[config.mk]
export PLATFORM = sky130hd
export DESIGN_NAME = puf_key_reader
export DESIGN_NICKNAME = d
export VERILOG_FILES = /design/src/rtl/puf_key_reader.sv
export SDC_FILE = /design/constraint.sdc
export NUM_CORES = 2
export LEC_CHECK = 0
export CORE_MARGIN = 4
export CORE_UTILIZATION = 49
export DETAILED_ROUTE_END_ITERATION = 12
export PLACE_DENSITY = 0.67
export SKIP_LAST_GASP = 1
export SLEW_MARGIN = 0
export SYNTH_ARGS = -nofsm -noshare
export SYNTH_HDL_FRONTEND = slang
export SYNTH_SLANG_ARGS = --single-unit
[constraint.sdc]
create_clock -name clk -period 161.6 [get_ports clk]
set_input_delay 24.24 -clock clk [delete_from_list [all_inputs] [get_ports clk]]
set_output_delay 24.24 -clock clk [all_outputs]
set_load 0.005 [all_outputs]
[src/rtl/puf_key_reader.sv]
// rtl/puf_key_reader.sv - majority-voting reader for a 256-bit PUF response
//
// Purpose: enables the PUF generator, waits for it to settle, samples its
// response NUM_SAMPLES times, resolves every bit by majority vote and presents
// the stabilised key with a valid/ack handshake plus an unstable-bit count.
//
// Ports:
//   clk, rst_n        clock (rising edge), asynchronous active-low reset
//   start, challenge  key request (honoured in IDLE) and generator control value
//   busy              high whenever the FSM is not in IDLE
//   puf_enable        generator enable
//   puf_ctrl          generator control input (challenge latched at start)
//   puf_response      generator output
//   key_out           voted key
//   key_valid/key_ack key handshake
//   unstable_count    number of bits whose samples disagreed
module puf_key_reader #(
   parameter int WIDTH         = 256,
   parameter int NUM_SAMPLES   = 5,
   parameter int SETTLE_CYCLES = 4,
   parameter int SAMPLE_GAP    = 2,
   localparam int CNT_W        = $clog2(NUM_SAMPLES + 1),
   localparam int UC_W         = $clog2(WIDTH + 1)
) (
   input  logic             clk,
   input  logic             rst_n,
   input  logic             start,
   input  logic [1:0]       challenge,
   output logic             busy,
   output logic             puf_enable,
   output logic [1:0]       puf_ctrl,
   input  logic [WIDTH-1:0] puf_response,
   output logic [WIDTH-1:0] key_out,
   output logic             key_valid,
   input  logic             key_ack,
   output logic [UC_W-1:0]  unstable_count
);

   // Timer reloads with SETTLE_CYCLES-1 or SAMPLE_GAP; this width holds both.
   localparam int TW = $clog2(SETTLE_CYCLES + SAMPLE_GAP + 1);
   localparam logic [CNT_W-1:0] HALF = CNT_W'(NUM_SAMPLES / 2);
   localparam logic [CNT_W-1:0] FULL = CNT_W'(NUM_SAMPLES);
   localparam logic [CNT_W-1:0] LAST = CNT_W'(NUM_SAMPLES - 1);

   typedef enum logic [2:0] {IDLE, SETTLE, SAMPLE, RESOLVE, DONE} state_t;

   state_t           state;
   logic [TW-1:0]    timer;
   logic [CNT_W-1:0] sample_idx;
   logic [CNT_W-1:0] cnt [WIDTH];
   logic [WIDTH-1:0] vote;
   logic [UC_W-1:0]  uc_next;

   // A bit is unstable when some but not all samples saw a one.
   always_comb begin
      vote    = '0;
      uc_next = '0;
      for (int i = 0; i < WIDTH; i++) begin
         vote[i] = (cnt[i] > HALF);
         if (cnt[i] != '0 && cnt[i] != FULL)
            uc_next = uc_next + UC_W'(1);
      end
   end

   always_ff @(posedge clk or negedge rst_n) begin
      if (!rst_n) begin
         state          <= IDLE;
         timer          <= '0;
         sample_idx     <= '0;
         busy           <= 1'b0;
         puf_enable     <= 1'b0;
         puf_ctrl       <= 2'b00;
         key_out        <= '0;
         key_valid      <= 1'b0;
         unstable_count <= '0;
         for (int i = 0; i < WIDTH; i++) cnt[i] <= '0;
      end else begin
         case (state)
            IDLE: begin
               if (start) begin
                  puf_ctrl   <= challenge;
                  puf_enable <= 1'b1;
                  busy       <= 1'b1;
                  timer      <= TW'(SETTLE_CYCLES - 1);
                  sample_idx <= '0;
                  for (int i = 0; i < WIDTH; i++) cnt[i] <= '0;
                  state      <= SETTLE;
               end
            end
            SETTLE: begin
               if (timer == '0) begin
                  state <= SAMPLE;
               end else begin
                  timer <= timer - TW'(1);
               end
            end
            SAMPLE: begin
               // timer==0 marks a sampling cycle; the gap is counted down between them.
               if (timer == '0) begin
                  for (int i = 0; i < WIDTH; i++)
                     cnt[i] <= cnt[i] + CNT_W'(puf_response[i]);
                  if (sample_idx == LAST) begin
                     state <= RESOLVE;
                  end else begin
                     sample_idx <= sample_idx + CNT_W'(1);
                     timer      <= TW'(SAMPLE_GAP);
                  end
               end else begin
                  timer <= timer - TW'(1);
               end
            end
            RESOLVE: begin
               key_out        <= vote;
               unstable_count <= uc_next;
               puf_enable     <= 1'b0;
               key_valid      <= 1'b1;
               state          <= DONE;
            end
            DONE: begin
               if (key_ack) begin
                  key_valid <= 1'b0;
                  busy      <= 1'b0;
                  state     <= IDLE;
               end
            end
            default: state <= IDLE;
         endcase
      end
   end

endmodule

==> flow_summary.ini <==
[global_routing]
grt_pass1_vias = 89400
grt_max_degree = 226
antenna_found_initial = 26
overflow = 0
grt_usage_pct = 24.5
grt_pass1_wl_um = 457000

[timing]
fin_crit_ps = 153030
fin_worst_skew_ps = 38.9
slew_headroom_pct = 12.5
tightest_slew_ps = 1300
tns_ps = 0
holdWs_ps = 474
period_share_pct = 94.7
fin_ws_ps = 8570
finalHoldViolCount = 0
finalMaxSlewViolations = 0
setup_violations = 0
fmax_mhz = 6.53

[finish]
final_nets = 14400
fill_cells = 19400
drive_above_1_share_pct = 6.38
syn_to_final_growth_pct = 12.7

[worst_setup_path]
worstSetupEndpointType = register
critical_path_class = reg -> reg
r2r_slack_ps = 8570
critPathRequiredTime_ps = 162230
rr_startpoint = cnt[764]
worst_path_max_delay_cell = or3b_2
r2r-end = unstable_count[8]
cp_common_cell = ha_1
ff2ff_path_depth = 831
cpPeakStageDelay_ps = 500
setup.worst_path.start_class = register
cp.arrival_ps = 153670
cp_max_fo = 10

[yosys]
synth-seq-cells = 1047
yosys_warnings = 0
synth.distinct_cells = 125
seq_area_frac_synth_pct = 24.9
avgSynthCellArea_um2 = 8.07
syn-num-nets = 14100
synth_area_mm2 = 0.105
synth_edf_count = 0
synth_cells = 13100
synth_async_sr_flop_share_pct = 100
synth_ff_type = dfrtp_1

[detailed_routing]
routedWlPerCell_um = 17.2
route.detailed.drc = 0
routed_wl_um = 282000
first_iter_violations = 5364
num_vias = 91000
avgViaCountPerCell = 5.57
drt_first_pass_iters = 6
final_antenna_net_count = 0

[placement]
dp_hpwl_um = 214000
portBuffers = 531
place_congestion = 0.905
dp_slack_ps = -790

[clock_tree]
cts_tree = built
cts.sinks = 1047
cts_made_buffers = 130
clock-root-buffer = clkbuf_16
hold_buffers = 0
clkSlewWorstSetupHoldPaths_ps = 60
clk_path_buf_depth = 3
h-tree-depth = 4
clock_latency_ps = 790

[worst_hold_path]
min_path_cells = 2
hp-start = key_out[100]
hp-class = reg -> reg
min_to = key_out[100]

[job]
drv_cap = 0

[floorplanning]
core_mm2 = 0.213
die_width_um = 472
dieArea_mm2 = 0.222
initial_core_util_pct = 49.5
ios = 532
rows = 169
die_h_um = 472

[status]
status = finished clean
sequential cells by signal, indices dropped and copies added, names as in the netlist:
register	cells
puf_enable	1
unstable_count	9
cnt	768
key_valid	1
puf_ctrl	2
timer	3
sample_idx	3
state	3
busy	1
key_out	256
kinds of logic after synthesis:
logic type | count (synthesis) | share of synthesized area, %
XOR/XNOR | 2439 | 24.1
flip-flops | 1047 | 24.9
adder cells (fa/ha/maj) | 782 | 9.26
buffers and inverters | 723 | 2.71
multiplexers | 169 | 1.67
AO/OA/AOI/OAI | 2706 | 15.2
AND/OR/NAND/NOR | 5188 | 22.2
synthesized netlist by cell type, types with 25 or more instances:
library cell,number,area share [%]
a211oi_1,62,0.44
a21boi_0,28,0.20
a21o_1,44,0.31
a21oi_1,644,3.1
a22oi_1,28,0.20
a31oi_1,96,0.57
and2_1,93,0.55
and3_1,79,0.47
and4_1,26,0.22
buf_1,30,0.11
clkbuf_1,347,1.2
dfrtp_1,1047,25
ha_1,771,9.2
inv_1,303,1.1
mux2_2,47,0.50
mux2i_1,120,1.1
nand2_1,2453,8.7
nand2b_1,211,1.3
nand3_1,240,1.1
nand3b_1,42,0.30
nand4_1,72,0.43
nor2_1,1158,4.1
nor2b_1,187,1.1
nor3_1,207,0.98
nor3b_1,70,0.50
nor4_1,46,0.27
o211ai_1,64,0.46
o21a_1,45,0.32
o21ai_0,1216,5.8
o21ai_1,28,0.13
o21bai_1,25,0.18
o22ai_1,56,0.33
o31ai_1,45,0.32
or2_2,86,0.51
or3_1,82,0.49
xnor2_1,1228,10
xnor2_2,47,0.73
xnor3_1,125,2.7
xnor3_2,48,1.1
xor2_1,908,7.6
repair_timing:
item                       in CTS  in global routing
cloned                          0                  0
setup endpoints to repair       8                  8
setup buffers                   0                 54
pin swaps                       0                 55
gates resized for setup        10                242
final cells by class:
| cell class | instances | area [um^2] | area share [%] |
|---|---|---|---|
| diodes | 12 | 30.0 | 0.0253 |
| clock buffers | 183 | 3720 | 3.13 |
| clock inverters | 53 | 634 | 0.534 |
| inverters | 307 | 1150 | 0.971 |
| multi-input cells | 11300 | 77200 | 65.0 |
| flip-flops and latches | 1047 | 26200 | 22.1 |
| well taps | 2821 | 3530 | 2.97 |
| repair buffers | 644 | 6260 | 5.27 |
worst max-delay path: cells and delay by family, from the launching register on:
kind | cells | cell delay, ps
compound gates | 250 | 34870
buf+inv | 69 | 4880
flops | 1 | 410
simple gates | 263 | 30320
fa+ha+maj | 269 | 82320
mux | 42 | 10650
xor+xnor | 3 | 930
layer usage:
metal	vias to the layer above	part of all wire, %	global-route usage [%]
li1	45600	-	-
met1	43500	45	31.4
met2	1558	48	42.3
met3	399	3.9	3.54
met4	18	3.2	8.03
met5	-	0.046	0
layout by cell type (no fill, tap or decap), types with 78 or more instances in the layout:
cell             instances
inv_1                  302
nand3_1                240
or3_1                   82
xnor2_1               1227
o21ai_0               1168
buf_4                  106
nand2b_1               210
nor2b_1                186
a31oi_1                 86
clkdlybuf4s50_1        530
or2_2                   84
clkbuf_16              133
xnor3_1                125
mux2i_1                109
dfrtp_1               1047
and2_1                  93
nor3_1                 206
and3_1                  78
nor2_1                1118
ha_1                   762
nand2_1               2443
a21oi_1                621
xor2_1                 908
per-stage QoR:
stage	instances	cell area, um^2	util [%]
final	16400	119000	55.7
after global routing	16300	119000	55.7
after CTS	16300	117000	55.1
after detailed placement	16000	113000	53.1
after global placement	16000	113000	53.1
after floorplan	13100	105000	-
worst max path at each step:
stage / startpoint / endpoint / slack, ps / depth (start not counted)
after global routing: cnt[764] / unstable_count[8] / -1090 / 895
after detailed placement: cnt[767] / unstable_count[7] / -790 / 924
after global placement: cnt[767] / unstable_count[7] / 6270 / 1173
after CTS: cnt[767] / unstable_count[7] / 130 / 895
final: cnt[764] / unstable_count[8] / 8570 / 896
after floorplan: cnt[767] / unstable_count[7] / 17160 / 1179
Power is left out: the tool's default activity adds up to more than one toggle a clock period on the data nets, which glitch-free logic cannot reach.
